File: config.mk
export PLATFORM = sky130hd
export DESIGN_NAME = adrf_bringup_ctrl_flat
export DESIGN_NICKNAME = d
export VERILOG_FILES = /design/src/rtl/adrf_bringup_ctrl_if.sv /design/src/rtl/adrf_bringup_ctrl.sv /design/src/flat_wrapper.sv
export SDC_FILE = /design/constraint.sdc
export NUM_CORES = 1
export LEC_CHECK = 0
export CORE_MARGIN = 2
export CORE_UTILIZATION = 45
export CTS_CLUSTER_DIAMETER = 60
export DETAILED_ROUTE_END_ITERATION = 12
export DONT_BUFFER_PORTS = 1
export SYNTH_ARGS = -nofsm -noshare
export SYNTH_HDL_FRONTEND = slang
export SYNTH_SLANG_ARGS = --single-unit
File: constraint.sdc
create_clock -name GCLK -period 2.8 [get_ports GCLK]
set_input_delay 0.28 -clock GCLK [delete_from_list [all_inputs] [get_ports GCLK]]
set_output_delay 0.28 -clock GCLK [all_outputs]
set_load 0.05 [all_outputs]
File: src/rtl/adrf_bringup_ctrl_if.sv
`timescale 1ns/1ps
`default_nettype none
// ============================================================================
//  Module   : adrf_bringup_ctrl_if
//  Brief    : Signal bundle between the bring-up sequencer and the ADRF
//             SPI configuration engine / modulator / TX datapath.
//  Revision : 1.0 - initial release
// ============================================================================
interface adrf_bringup_ctrl_if;
  logic adrf_ready;     // config-complete flag from the SPI config engine
  logic adrf_lock_det;  // raw LO lock-detect pin, asynchronous
  logic adrf_control;   // enable to the config engine
  logic adrf_reset;     // synchronous reset to the config engine
  logic tx_en;          // TX datapath enable

  // Sequencer side
  modport master (
    input  adrf_ready,
    input  adrf_lock_det,
    output adrf_control,
    output adrf_reset,
    output tx_en
  );

  // Engine / datapath side
  modport slave (
    output adrf_ready,
    output adrf_lock_det,
    input  adrf_control,
    input  adrf_reset,
    input  tx_en
  );
endinterface
`default_nettype wire

File: src/rtl/adrf_bringup_ctrl.sv
`timescale 1ns/1ps
`default_nettype none
// ============================================================================
//  Module   : adrf_bringup_ctrl
//  Brief    : Power-up and supervision sequencer for the ADRF SPI config
//             engine: power-up delay, config-ready wait, LO lock qualification,
//             TX enable, and bounded retries with a fault code.
//  Revision : 1.0 - initial release
// ============================================================================
module adrf_bringup_ctrl #(
  parameter int PWRUP_CYCLES  = 1000,
  parameter int READY_TIMEOUT = 4096,
  parameter int LOCK_STABLE   = 256,
  parameter int LOCK_TIMEOUT  = 65536,
  parameter int MAX_RETRY     = 3
) (
  input  wire logic             GCLK,
  input  wire logic             reset,
  input  wire logic             start,
  input  wire logic             stop,
  adrf_bringup_ctrl_if.master   adrf,
  output logic                  busy,
  output logic                  done,
  output logic                  error,
  output logic [1:0]            err_code,
  output logic [1:0]            retry_cnt
);

  localparam logic [2:0] c_st_idle      = 3'd0;
  localparam logic [2:0] c_st_pwrup     = 3'd1;
  localparam logic [2:0] c_st_config    = 3'd2;
  localparam logic [2:0] c_st_lock_wait = 3'd3;
  localparam logic [2:0] c_st_run       = 3'd4;
  localparam logic [2:0] c_st_retry     = 3'd5;
  localparam logic [2:0] c_st_fail      = 3'd6;

  localparam logic [16:0] c_pwrup_last  = 17'(PWRUP_CYCLES - 1);
  localparam logic [16:0] c_ready_last  = 17'(READY_TIMEOUT - 1);
  localparam logic [16:0] c_lock_last   = 17'(LOCK_TIMEOUT - 1);
  localparam logic [16:0] c_retry_last  = 17'd15;  // 16-cycle engine reset hold
  localparam logic [8:0]  c_stable_last = 9'(LOCK_STABLE - 1);
  localparam logic [1:0]  c_max_retry   = 2'(MAX_RETRY);

  localparam logic [1:0] c_err_none       = 2'b00;
  localparam logic [1:0] c_err_ready_to   = 2'b01;
  localparam logic [1:0] c_err_lock_to    = 2'b10;
  localparam logic [1:0] c_err_lock_lost  = 2'b11;

  logic [2:0]  r_state;
  logic [2:0]  w_state_nxt;
  logic [16:0] r_timer;
  logic [8:0]  r_stable;
  logic        r_lock_meta;
  logic        r_lock_s;
  logic [1:0]  r_err_code;
  logic [1:0]  r_retry_cnt;
  logic        r_adrf_control;
  logic        r_adrf_reset;
  logic        r_tx_en;
  logic        r_busy;
  logic        r_done;
  logic        r_error;

  logic        w_clr_status;
  logic        w_err_load;
  logic [1:0]  w_err_val;
  logic        w_retry_inc;

  // Two-flop synchronizer for the asynchronous lock-detect pin
  always_ff @(posedge GCLK) begin
    if (reset) begin
      r_lock_meta <= 1'b0;
      r_lock_s    <= 1'b0;
    end else begin
      r_lock_meta <= adrf.adrf_lock_det;
      r_lock_s    <= r_lock_meta;
    end
  end

  // Next-state and status-update decode; stop overrides everything
  always_comb begin
    w_state_nxt  = r_state;
    w_clr_status = 1'b0;
    w_err_load   = 1'b0;
    w_err_val    = c_err_none;
    w_retry_inc  = 1'b0;
    case (r_state)
      c_st_idle, c_st_fail: begin
        if (start) begin
          w_state_nxt  = c_st_pwrup;
          w_clr_status = 1'b1;
        end
      end
      c_st_pwrup: begin
        if (r_timer == c_pwrup_last) w_state_nxt = c_st_config;
      end
      c_st_config: begin
        if (adrf.adrf_ready) begin
          w_state_nxt = c_st_lock_wait;
        end else if (r_timer == c_ready_last) begin
          w_state_nxt = c_st_retry;
          w_err_load  = 1'b1;
          w_err_val   = c_err_ready_to;
        end
      end
      c_st_lock_wait: begin
        if (r_lock_s && (r_stable == c_stable_last)) begin
          w_state_nxt = c_st_run;
        end else if (r_timer == c_lock_last) begin
          w_state_nxt = c_st_retry;
          w_err_load  = 1'b1;
          w_err_val   = c_err_lock_to;
        end
      end
      c_st_run: begin
        if (!r_lock_s) begin
          w_state_nxt = c_st_retry;
          w_err_load  = 1'b1;
          w_err_val   = c_err_lock_lost;
        end
      end
      c_st_retry: begin
        // retry_cnt cannot change while in RETRY, so this is the entry value
        if (r_retry_cnt == c_max_retry) begin
          w_state_nxt = c_st_fail;
        end else if (r_timer == c_retry_last) begin
          w_state_nxt = c_st_config;
          w_retry_inc = 1'b1;
        end
      end
      default: w_state_nxt = c_st_idle;
    endcase
    if (stop) begin
      w_state_nxt  = c_st_idle;
      w_clr_status = 1'b0;
      w_err_load   = 1'b0;
      w_retry_inc  = 1'b0;
    end
  end

  // State, shared timer (cleared on every state change, saturating) and lock-stable counter
  always_ff @(posedge GCLK) begin
    if (reset) begin
      r_state  <= c_st_idle;
      r_timer  <= '0;
      r_stable <= '0;
    end else begin
      r_state <= w_state_nxt;
      if (w_state_nxt != r_state) r_timer <= '0;
      else if (r_timer != '1)     r_timer <= r_timer + 17'd1;
      if ((r_state != c_st_lock_wait) || !r_lock_s) r_stable <= '0;
      else if (r_stable != '1)                       r_stable <= r_stable + 9'd1;
    end
  end

  // Fault code and retry counter; both survive stop and clear only on start
  always_ff @(posedge GCLK) begin
    if (reset) begin
      r_err_code  <= c_err_none;
      r_retry_cnt <= '0;
    end else if (w_clr_status) begin
      r_err_code  <= c_err_none;
      r_retry_cnt <= '0;
    end else begin
      if (w_err_load)  r_err_code  <= w_err_val;
      if (w_retry_inc) r_retry_cnt <= r_retry_cnt + 2'd1;
    end
  end

  // Registered outputs decoded from the next state so they line up with r_state
  always_ff @(posedge GCLK) begin
    if (reset) begin
      r_adrf_control <= 1'b0;
      r_adrf_reset   <= 1'b1;
      r_tx_en        <= 1'b0;
      r_busy         <= 1'b0;
      r_done         <= 1'b0;
      r_error        <= 1'b0;
    end else begin
      r_adrf_control <= (w_state_nxt == c_st_config) || (w_state_nxt == c_st_lock_wait) ||
                        (w_state_nxt == c_st_run);
      r_adrf_reset   <= (w_state_nxt == c_st_idle) || (w_state_nxt == c_st_pwrup) ||
                        (w_state_nxt == c_st_retry) || (w_state_nxt == c_st_fail);
      r_tx_en        <= (w_state_nxt == c_st_run);
      r_busy         <= (w_state_nxt == c_st_pwrup) || (w_state_nxt == c_st_config) ||
                        (w_state_nxt == c_st_lock_wait) || (w_state_nxt == c_st_retry);
      r_done         <= (w_state_nxt == c_st_run);
      r_error        <= (w_state_nxt == c_st_fail);
    end
  end

  assign adrf.adrf_control = r_adrf_control;
  assign adrf.adrf_reset   = r_adrf_reset;
  assign adrf.tx_en        = r_tx_en;
  assign busy              = r_busy;
  assign done              = r_done;
  assign error             = r_error;
  assign err_code          = r_err_code;
  assign retry_cnt         = r_retry_cnt;

endmodule
`default_nettype wire

File: src/flat_wrapper.sv
// flat-port wrapper written by rule: the top's interface ports become plain ports
module adrf_bringup_ctrl_flat 
#(
  parameter int PWRUP_CYCLES  = 1000,
  parameter int READY_TIMEOUT = 4096,
  parameter int LOCK_STABLE   = 256,
  parameter int LOCK_TIMEOUT  = 65536,
  parameter int MAX_RETRY     = 3
)
  (GCLK, reset, start, stop, busy, done, error, err_code, retry_cnt, adrf_adrf_ready, adrf_adrf_lock_det, adrf_adrf_control, adrf_adrf_reset, adrf_tx_en);
  adrf_bringup_ctrl_if adrf_i ();
  input  wire logic GCLK;
  input  wire logic reset;
  input  wire logic start;
  input  wire logic stop;
  output logic busy;
  output logic done;
  output logic error;
  output logic [1:0] err_code;
  output logic [1:0] retry_cnt;
  input wire logic [$bits(adrf_i.adrf_ready)-1:0] adrf_adrf_ready;
  input wire logic [$bits(adrf_i.adrf_lock_det)-1:0] adrf_adrf_lock_det;
  output wire logic [$bits(adrf_i.adrf_control)-1:0] adrf_adrf_control;
  output wire logic [$bits(adrf_i.adrf_reset)-1:0] adrf_adrf_reset;
  output wire logic [$bits(adrf_i.tx_en)-1:0] adrf_tx_en;
  assign adrf_i.adrf_ready = adrf_adrf_ready;
  assign adrf_i.adrf_lock_det = adrf_adrf_lock_det;
  assign adrf_adrf_control = adrf_i.adrf_control;
  assign adrf_adrf_reset = adrf_i.adrf_reset;
  assign adrf_tx_en = adrf_i.tx_en;
  adrf_bringup_ctrl #(.PWRUP_CYCLES(PWRUP_CYCLES), .READY_TIMEOUT(READY_TIMEOUT), .LOCK_STABLE(LOCK_STABLE), .LOCK_TIMEOUT(LOCK_TIMEOUT), .MAX_RETRY(MAX_RETRY)) u_core (.GCLK(GCLK), .reset(reset), .start(start), .stop(stop), .adrf(adrf_i), .busy(busy), .done(done), .error(error), .err_code(err_code), .retry_cnt(retry_cnt));
endmodule
# After elaboration in Yosys (flattened, before gate mapping)

Index checks and enable logic that the tools add are counted.

Register bits after elaboration: 40
Bits of input ports: 6
Output and inout bits: 10
Word-level logic and storage cells: 85

Add/subtract/negate cells: 3
Eq/ne operators: 22
Mux-type cells: 31
Reduce and logical (&&, ||, !) cells: 17

Operator list:

| cell                    | count |
|---|---|
| $mux W3                 | 10 |
| $eq A3 B3 Y1 const B    | 6 |
| $pmux W3 S6             | 1 |
| $add A17 B1 Y17 const B | 1 |
| $eq A17 B10 Y1 const B  | 1 |
| $eq A17 B12 Y1 const B  | 1 |
| $eq A17 B16 Y1 const B  | 1 |
| $eq A17 B4 Y1 const B   | 1 |
| $ne A17 B17 Y1 const B  | 1 |
| $mux W1                 | 14 |
| $eq A3 B2 Y1 const B    | 4 |
| $add A9 B1 Y9 const B   | 1 |
| $eq A9 B8 Y1 const B    | 1 |
| $logic_or A1 B1 Y1      | 9 |
| $ne A9 B9 Y1 const B    | 1 |
| $mux W2                 | 4 |
| $reduce_or A2 Y1        | 4 |
| $eq A3 B1 Y1 const B    | 2 |
| $logic_not A3 Y1        | 2 |
| $pmux W2 S3             | 1 |
| $ne A3 B2 Y1 const B    | 1 |
| $ne A3 B3 Y1            | 1 |
| $pmux W1 S3             | 1 |
| $add A2 B1 Y2 const B   | 1 |
| 3 further kinds         | 3 |

# Depth between registers and ports, before layout

Gate-level depths: netlist of the first run.

Depth in word-level cells: 9
Depth in mapped cells: 12
Gate-level depth less buffers: 11

# Worst setup path after synthesis of the first run

No wires, ideal clock.

Kind: register to register
Start point: register u_core.r_timer[8]
End point: register u_core.r_adrf_reset (netlist: u_core.adrf.adrf_reset)
Setup time: 0.117 ns
Arrival: 2.423 ns
Required time: 2.683 ns
Path slack: 0.260 ns
Stages on the path, launching flop included: 12
Path buffers: 0
Clock period less this slack: 2.540 ns
Cell sequence: dfxtp_1 nand3_1 nor2_1 nand4_1 nor4_1 ha_1 a21oi_1 o32ai_1 a41oi_1 o21a_1 or3b_4 o22a_1

Longest elaborated chain between the ends: 9
Elaborated cells between the ends (all ways): 20
Those cells by class: 7 x eq/ne; 9 x mux; 4 x reduce/logical

Ends and longest elaborated chain:

| item                                                    | RTL line                                                                     | RTL |
|---|---|---|
| from (decl)                                             | adrf_bringup_ctrl.sv:51                                                      | `logic [16:0] r_timer;` |
| from (signal assigned)                                  | adrf_bringup_ctrl.sv:150                                                     | `else if (r_timer != '1) r_timer <= r_timer + 17'd1;` |
| $eq A17 B4 Y1 (tied with other cells)                   | adrf_bringup_ctrl.sv:126                                                     | `end else if (r_timer == c_retry_last) begin` |
| $mux W3, on equally long branches                       | adrf_bringup_ctrl.sv:126, adrf_bringup_ctrl.sv:100, adrf_bringup_ctrl.sv:109 |  |
| $mux W3, on equally long branches                       | adrf_bringup_ctrl.sv:124, adrf_bringup_ctrl.sv:98, adrf_bringup_ctrl.sv:107  |  |
| $pmux W3 S6 (*)                                         | adrf_bringup_ctrl.sv:87                                                      | `case (r_state)` |
| $mux W3 (*)                                             | adrf_bringup_ctrl.sv:133                                                     | `if (stop) begin` |
| $eq A3 B1 Y1 / $logic_not A3 Y1 (equally long branches) | adrf_bringup_ctrl.sv:182                                                     | `r_adrf_reset <= (w_state_nxt == c_st_idle) \|\| (w_state_nxt == c_st_pwrup) \|\|` |
| $logic_or A1 B1 Y1 (2 in series)                        | adrf_bringup_ctrl.sv:182                                                     |  |
| $logic_or A1 B1 Y1 (*)                                  | adrf_bringup_ctrl.sv:183                                                     | `(w_state_nxt == c_st_retry) \|\| (w_state_nxt == c_st_fail);` |
| to (signal assigned)                                    | adrf_bringup_ctrl.sv:182                                                     |  |
| to (decl)                                               | adrf_bringup_ctrl.sv:58                                                      | `logic r_adrf_reset;` |

Mark *: on every way between the ends. The rest lies on a longest branch, timed or not.
A chain may end at the register's enable or synchronous reset.

# Final worst setup path of the first run

Start point: register u_core.r_timer[12]
End point: register u_core.r_adrf_reset (netlist: u_core.adrf.adrf_reset)

The elaborated chain is that of the path after synthesis.

==> impl_metrics.yaml, run 1 <==
status:
  status: "finished, final reports clean"
logic_synthesis:
  netlist_top_cells_count: "dfxtp_1, nor2_1, nand2_1, nand3_1, xnor2_1"
  avgSynthCellArea_um2: 8.636
  ys.flop_type: "dfxtp_1"
  yosysUniqueCellTypes: 57
  syn_nets: 269
  synth_edf_count: 0
  ys_seq_elements: 40
  synth_top_area_share: 0.3622
  netlist_area_um2: 2211
  yosysSeqAreaShare: 0.3622
  synthArstFlopShare: 0
  syn_inst: 256
  synth.area.top_cells: "dfxtp_1, nor2_1, nor3_2, xnor2_1, ha_1"
  yosysTopAreaCell: "dfxtp_1"
  ys_warn_count: 0
  synth.most_common_cell: "dfxtp_1"
final_layout:
  nFillCells: 470
  drive_gt1_frac: 0.1623
  stdcell_count: 332
  finalNetCount: 278
  fin_area_um2: 2455
  syn2layout_area_growth_pct: 11.04
  antenna_cells: 0
clock_network:
  cts_sinks: 40
  cts_tree: "built"
  clk_latency_ns: 0.29
  cts-root-buf: "clkbuf_8"
  cts_buffers: 5
  clkSlewWorstSetupHoldPaths_ns: 0.08
  h-tree-depth: 2
  cts_buffer_depth: 2
die:
  start_util: 0.4681
  coreArea_um2: 4723
  pin_count: 16
  dieArea_um2: 5490
  fp.dieH_um: 74.10
  die_width_um: 74.10
  rows: 25
detailed_routing:
  dr.pass1.iters: 4
  drt-initial-drc-count: 163
  ant_nets: 0
  vias: 1852
  drc: 0
  via_per_inst: 5.578
  wl_per_cell_um: 13.65
  wirelength_um: 4533
sta:
  rsz0062_at_grt: "no"
  fin_crit_ns: 2.687
  drv_slew: 0
  final.period_utilization: 0.9598
  finalSetupViolCount: 0
  skew_ns: 0.01008
  tightestPinTransition_ns: 0.9265
  hold_viol: 0
  relSlewSlack: 0.3815
  fin_setup_tns_ns: 0
  max_freq_ghz: 0.3721
critical_path:
  reg2reg_from: "u_core.r_timer[12]"
  critPathSlowestCell: "or4_4"
  crit_path_end_kind: "flop"
  crit_path_start: "u_core.r_timer[12]"
  cpMostUsedCell: "or4_4"
  cp-start-kind: "flop"
  worst-path-buf-inv: 0
  crit_chain: "or4_4, or4_4, o31ai_2, o211a_1, or3b_4, o22a_1"
  required_ns: 2.98
  path_delay_family: "simple AND/OR/NAND/NOR gates"
  crit_fanout: 5
  slowest_delay_ns: 0.56
  cp.arrival_ns: 2.87
  crit_type: "flop to flop"
global_route:
  grt_pass1_vias: 1616
  grt_start_max_net_pins: 19
  antenna_found_initial: 0
  grt_overflow: 0
  grt_pass1_wl_um: 7493
  grt_use_total: 0.1760
pwr:
  powerDensity_nw_per_um2: 401.4
  leakage_nw: 0.8874
  ir_drop_mv: 0.1923
placed_design:
  postPlaceCellArea_um2: 2344
  dp_hpwl_um: 3291
  gp_congestion: 0.8570
  placed_cells: 325
  io_buffers: 0
worst_hold_path:
  min_from: "reset"
  min_path_type: "input pin to flop"
run:
  drv_cap: 0
==> cell type report <==
cell class                 count  area, um2  area share
tap                           67      83.83     0.03415
clock buffer                   6      72.57     0.02956
sequential                    40      802.0      0.3267
multi-input combinational    197       1355      0.5520
inverter                       9      33.78     0.01376
clock inverter                 1      5.005    0.002039
timing repair buffer          12      102.6     0.04179
==> cells in the final DEF, fill, tap and decap left out, types with 5 or more instances in the layout <==
| master | synthesis | layout |
|---|---|---|
| buf_4 | 1 | 11 |
| a21oi_1 | 8 | 8 |
| nor3_2 | 11 | 11 |
| nand2_1 | 17 | 17 |
| xnor2_1 | 12 | 12 |
| clkbuf_8 | 0 | 5 |
| nor2b_1 | 6 | 6 |
| nand3_1 | 15 | 15 |
| nor2_1 | 36 | 35 |
| nand4_1 | 6 | 6 |
| ha_1 | 7 | 6 |
| nor3_1 | 11 | 11 |
| inv_1 | 9 | 9 |
| dfxtp_1 | 40 | 39 |
| xor2_1 | 10 | 10 |
==> what timing repair did <==
item	CTS	global route
hold buffers	0	0
resized for setup	0	7
buffers inserted	0	0
endpoints found under the setup margin	0	22
==> routing by layer <==
layer	GRT usage	part of all wire	up-vias
met3	0.04878	0.048	13
met2	0.2560	0.44	46
met1	0.2434	0.49	859
met4	0.07677	0.023	0
met5	0	0	-
li1	-	-	934
==> kinds of logic (layout without fill, tap and decap cells) <==
kind of cell / Yosys count / count (layout) / synth area share
simple gates: 127 / 127 / 0.3220
flops: 40 / 40 / 0.3622
compound gates: 38 / 38 / 0.1358
xor+xnor: 22 / 22 / 0.08715
buf+inv: 19 / 28 / 0.03961
fa+ha+maj: 7 / 7 / 0.03961
mux: 3 / 3 / 0.01358
==> sequential cells by signal, summed over array words and instances, names as in the netlist <==
register                  cells
u_core.adrf.adrf_reset        1
u_core.adrf.adrf_control      1
u_core.r_lock_s               1
u_core.r_timer               17
u_core.r_state                3
u_core.r_stable               9
u_core.err_code               2
u_core.r_lock_meta            1
u_core.retry_cnt              2
u_core.adrf.tx_en             1
u_core.error                  1
u_core.busy                   1
==> final timing paths <==
| check | endpoint | slack (ns) | depth (start not counted) |
|---|---|---|---|
| worst max-delay path | u_core.adrf.adrf_reset | 0.11 | 6 |
| worst min-delay path | u_core.r_lock_s | 0.04 | 1 |
| worst max register to register | u_core.adrf.adrf_reset | 0.11 | 6 |
| worst min register to register | u_core.r_lock_s | 0.44 | 1 |
==> per-stage QoR <==
step | util | hold WS (ns) | worst slack [ns] | power (W)
after global placement | 0.4962 | 0.3555 | 0.1241 | 0.0006356
after floorplan | - | 0.3516 | 0.2602 | 0.0006288
after detailed placement | 0.4962 | 0.3554 | 0.1129 | 0.0006356
after CTS | 0.5126 | 0.04164 | 0.08987 | 0.0009974
after global routing | 0.5197 | 0.03135 | 0.01442 | 0.001022
final | 0.5197 | 0.04461 | 0.1125 | 0.0009853
==> report_power, final <==
group | internal [W] | leakage, nW | total, W | switching [W]
Combinational | 0.0000163 | 0.523 | 0.0000385 | 0.0000222
Clock | 0.000169 | 0.0410 | 0.000363 | 0.000193
Sequential | 0.000574 | 0.324 | 0.000584 | 0.00000991
Note: power is estimated with default switching activity, not from simulation.
==> inputs of run 2 (changes only) <==
BUFFER_PORTS_ARGS = -buffer_cell sky130_fd_sc_hd__buf_2   (was default)
DONT_BUFFER_PORTS = default   (was 1)
==> impl_metrics.yaml, run 2 (synthesis results as in run 1) <==
clock_network:
  clk_latency_ns: 0.28
  postCtsHoldBufs: 0
  cts_sinks: 40
  cts_buffers: 5
  cts-root-buf: "clkbuf_8"
  cts_tree: "built"
  h-tree-depth: 2
  clkSlewWorstSetupHoldPaths_ns: 0.07
  cts_buffer_depth: 2
die:
  rows: 25
  start_util: 0.4681
  die_width_um: 74.10
  fp.dieH_um: 74.10
  pin_count: 16
  coreArea_um2: 4723
  dieArea_um2: 5490
critical_path:
  crit_path_start: "u_core.r_timer[12]"
  crit_path_end_kind: "flop"
  slowest_delay_ns: 0.56
  critPathSlowestCell: "or4_4"
  crit_type: "flop to flop"
  cp.arrival_ns: 2.84
  path_delay_family: "simple AND/OR/NAND/NOR gates"
  cpMostUsedCell: "or4_4"
  cp-start-kind: "flop"
  crit_fanout: 5
  crit_chain: "or4_4, or4_4, o31ai_2, o211a_1, or3b_4, o22a_1"
  required_ns: 2.98
  worst-path-buf-inv: 0
  reg2reg_from: "u_core.r_timer[12]"
detailed_routing:
  ant_nets: 0
  vias: 1844
  drc: 0
  dr.pass1.iters: 4
  via_per_inst: 5.345
  wl_per_cell_um: 13.07
  drt-initial-drc-count: 175
  wirelength_um: 4509
final_layout:
  largest_reg_flops: 17
  stdcell_count: 345
  utilization: 0.5322
  finalNetCount: 290
  top_register: "u_core.r_timer"
  drive_gt1_frac: 0.2050
  antenna_cells: 0
  layout_common_cells: "dfxtp_1, nor2_1, nand2_1"
  syn2layout_area_growth_pct: 13.70
  top_regs: "u_core.r_timer (17), u_core.r_stable (9), u_core.r_state (3)"
  nFillCells: 456
  layout_commonest_cell: "dfxtp_1"
placed_design:
  io_buffers: 15
  placed_cells: 335
  dp_hpwl_um: 3232
  gp_congestion: 0.8610
sta:
  finalSetupViolCount: 0
  drv_slew: 0
  tightestPinTransition_ns: 0.6065
  relSlewSlack: 0.5951
  worst_hold_slack_ns: 0.2269
  hold_viol: 0
  max_freq_ghz: 0.3750
  final.period_utilization: 0.9525
  fin_crit_ns: 2.667
  skew_ns: 0.003895
status:
  status: "finished, final reports clean"
global_route:
  busiest_layer: "met2"
  antenna_found_initial: 0
  grt_use_met2: 0.2837
  grt_start_max_net_pins: 19
  use_met3: 0.04201
  grt_use_total: 0.1769
  met1_usage: 0.2431
  grt_pass1_wl_um: 7714
  grt_pass1_vias: 1696
  grt_overflow: 0
pwr:
  p_clk_frac: 0.380
  ir_drop_mv: 0.2636
  switching_share: 0.2244
  power.internal_w: 0.0007898
  seq_power_share: 0.571
  powerDensity_nw_per_um2: 405.1
  pwr-share-comb: 0.049
  p_switching_w: 0.0002285
  leakage_nw: 0.9373
worst_hold_path:
  min_path_type: "input pin to flop"
  min_from: "adrf_adrf_lock_det"
run:
  drv_cap: 0
[run 2: cell types whose count changed in the layout (fill, tap and decap cells not counted), sizes merged]
cell / before / now
buf: 12 / 24
clkinv: 1 / 2
[run 2: area by class of cell]
class / instances / area [um2] / share of cell area
multi-input cells: 197 / 1346 / 0.5356
flip-flops and latches: 40 / 802.0 / 0.3191
clock inverters: 2 / 10.01 / 0.003982
clock buffers: 6 / 82.58 / 0.03285
well taps: 67 / 83.83 / 0.03335
repair buffers: 24 / 155.1 / 0.06172
inverters: 9 / 33.78 / 0.01344
[run 2: worst paths after layout]
path                                               end  cells after the start  slack [ns]
worst min register to register         u_core.r_lock_s                      1        0.47
worst max-delay path            u_core.adrf.adrf_reset                      6        0.13
worst max register to register  u_core.adrf.adrf_reset                      6        0.13
worst min-delay path                u_core.r_lock_meta                      2        0.23
[run 2: power by group through the flow]
stage / combinational [W] / clock [W] / sequential [W]
finish: 0.0000496 / 0.000387 / 0.000582
floorplan: 0.0000353 / 0 / 0.000593
detailed placement: 0.0000498 / 0 / 0.000595
global placement: 0.0000499 / 0 / 0.000595
CTS: 0.0000499 / 0.000403 / 0.000581
global route: 0.0000550 / 0.000427 / 0.000583
[run 2: metrics by stage]
stage	setup TNS [ns]	total power, W	setup slack [ns]	area (um2)
after floorplan	0	0.0006288	0.2602	2211
after detailed placement	0	0.0006445	0.06492	2381
final	0	0.001018	0.1330	2514
after global placement	0	0.0006448	0.1407	2381
after global routing	-0.005109	0.001065	-0.005109	2514
after CTS	0	0.001034	0.04219	2474
[run 2: metal layers]
layer  share of wire  wire, um  vias up
li1                -         -      960
met1            0.50      2256      851
met2            0.46      2054       31
met3           0.039       176        2
met4          0.0049        22        0
met5               0         0        -
[run 2: timing repair]
item / CTS / global route
resized for setup: 0 / 6
endpoints found under the setup margin: 0 / 22
endpoints found under the hold margin: 0 / 0
setup buffers: 0 / 2
==> inputs of run 3 (changes only) <==
CELL_PAD_IN_SITES_DETAIL_PLACEMENT = 1   (was default)
CELL_PAD_IN_SITES_GLOBAL_PLACEMENT = 1   (was default)
CORE_MARGIN = 1   (was 2)
PLACE_DENSITY_LB_ADDON = 0.1   (was default)
==> impl_metrics.yaml, run 3 (synthesis results as in run 1) <==
die:
  fp.dieH_um: 72.10
  die_width_um: 72.10
  start_util: 0.4681
  pin_count: 16
  coreArea_um2: 4723
  dieArea_um2: 5198
  rows: 25
detailed_routing:
  drt-initial-drc-count: 68
  vias: 1892
  ant_nets: 0
  wl_per_cell_um: 14.37
  dr.pass1.iters: 4
  drc: 0
  via_per_inst: 5.516
  wirelength_um: 4928
status:
  status: "finished, final reports clean"
final_layout:
  finalNetCount: 289
  multi_input_area_um2: 1341
  top_register: "u_core.r_timer"
  drive_gt1_frac: 0.1920
  layout_commonest_cell: "dfxtp_1"
  top_regs: "u_core.r_timer (17), u_core.r_stable (9), u_core.r_state (3)"
  layout_common_cells: "dfxtp_1, nor2_1, nand2_1"
  syn2layout_area_growth_pct: 12.45
  largest_reg_flops: 17
  utilization: 0.5264
  stdcell_count: 343
  antenna_cells: 0
  seq_area_um2: 802.0
  nFillCells: 568
placed_design:
  dp_hpwl_um: 3711
  gp_congestion: 0.8729
  io_buffers: 15
  placed_cells: 336
  dp_slack_ns: 0.04233
pwr:
  ir_drop_mv: 0.2306
  p_total_w: 0.0009874
  powerDensity_nw_per_um2: 397.2
  leakage_nw: 0.9196
sta:
  tightestPinTransition_ns: 0.6042
  max_freq_ghz: 0.3750
  fin_setup_tns_ns: 0
  drv_slew: 0
  rsz0062_at_grt: "yes"
  finalSetupViolCount: 0
  hold_viol: 0
  final.period_utilization: 0.9525
  fin_crit_ns: 2.667
  fin_ws_ns: 0.1330
  relSlewSlack: 0.5966
  skew_ns: 0.004558
clock_network:
  h-tree-depth: 2
  cts_sinks: 40
  cts_buffer_depth: 2
  cts-root-buf: "clkbuf_8"
  cts_tree: "built"
  clkSlewWorstSetupHoldPaths_ns: 0.07
  clk_latency_ns: 0.28
  cts_buffers: 5
  cts_setup_buffers: 0
critical_path:
  cp-start-kind: "flop"
  cp.arrival_ns: 2.85
  r2r-end: "u_core.adrf.adrf_reset"
  r2r_setup_slack_ns: 0.13
  crit_fanout: 5
  reg2reg_from: "u_core.r_timer[12]"
  worst_r2r_path_depth: 6
  required_ns: 2.98
  crit_type: "flop to flop"
  worstSetupEndpoint: "u_core.adrf.adrf_reset"
  crit_path_end_kind: "flop"
  crit_path_start: "u_core.r_timer[12]"
global_route:
  grt_overflow: 0
  grt_pass1_wl_um: 8445
  antenna_found_initial: 0
  grt_use_total: 0.2061
  grt_pass1_vias: 1755
  grt_start_max_net_pins: 19
run:
  drv_cap: 0
worst_hold_path:
  min_path_type: "input pin to flop"
-- run 3: cell type report --
| class | count | share of cell area |
|---|---|---|
| multi-input combinational | 197 | 0.5395 |
| sequential | 40 | 0.3226 |
| timing repair buffer | 23 | 0.05939 |
| tap | 67 | 0.03372 |
| clock buffer | 6 | 0.02919 |
| inverter | 9 | 0.01359 |
| clock inverter | 1 | 0.002013 |
-- run 3: per-layer routing --
layer	part of all wire	routed length, um	track usage	up-vias
li1	-	-	-	950
met1	0.51	2493	0.2897	903
met2	0.45	2224	0.3261	32
met3	0.030	150	0.03333	7
met4	0.012	59	0.05882	0
met5	0	0	0	-
-- run 3: critical path, stage by stage (launching register included) --
cell and delay, ns:
dfxtp_1 0.36, or4_4 0.56, or4_4 0.53, o31ai_2 0.25, o211a_1 0.24, or3b_4 0.41
o22a_1 0.21
-- run 3: how the worst min path moves through the flow --
stage	startpoint	to	slack [ns]	cells after the start
floorplan	reset	u_core.r_lock_meta	0.35	1
global placement	u_core.r_lock_meta	u_core.r_lock_s	0.44	1
detailed placement	u_core.r_lock_meta	u_core.r_lock_s	0.43	1
CTS	adrf_adrf_lock_det	u_core.r_lock_meta	0.22	2
global route	reset	u_core.r_lock_s	0.25	2
finish	adrf_adrf_lock_det	u_core.r_lock_meta	0.23	2
-- run 3: metrics by stage --
| step | cell area (um2) | hold slack (ns) |
|---|---|---|
| finish | 2486 | 0.2279 |
| global placement | 2389 | 0.4429 |
| CTS | 2466 | 0.2213 |
| global route | 2486 | 0.2460 |
| floorplan | 2211 | 0.3516 |
| detailed placement | 2389 | 0.4271 |
-- run 3: repair_timing --
| action | 4_1_cts | 5_1_grt |
|---|---|---|
| setup endpoints to repair | 0 | 22 |
| gates resized for setup | 0 | 5 |
| hold buffers | 0 | 0 |
-- run 3: power by group --
| part | switching (W) | leakage (nW) | total, W | internal [W] |
|---|---|---|---|---|
| Sequential | 0.00000770 | 0.324 | 0.000582 | 0.000574 |
| Combinational | 0.0000312 | 0.555 | 0.0000502 | 0.0000190 |
| Clock | 0.000186 | 0.0410 | 0.000355 | 0.000169 |
| Total | 0.000225 | 0.920 | 0.000987 | 0.000763 |
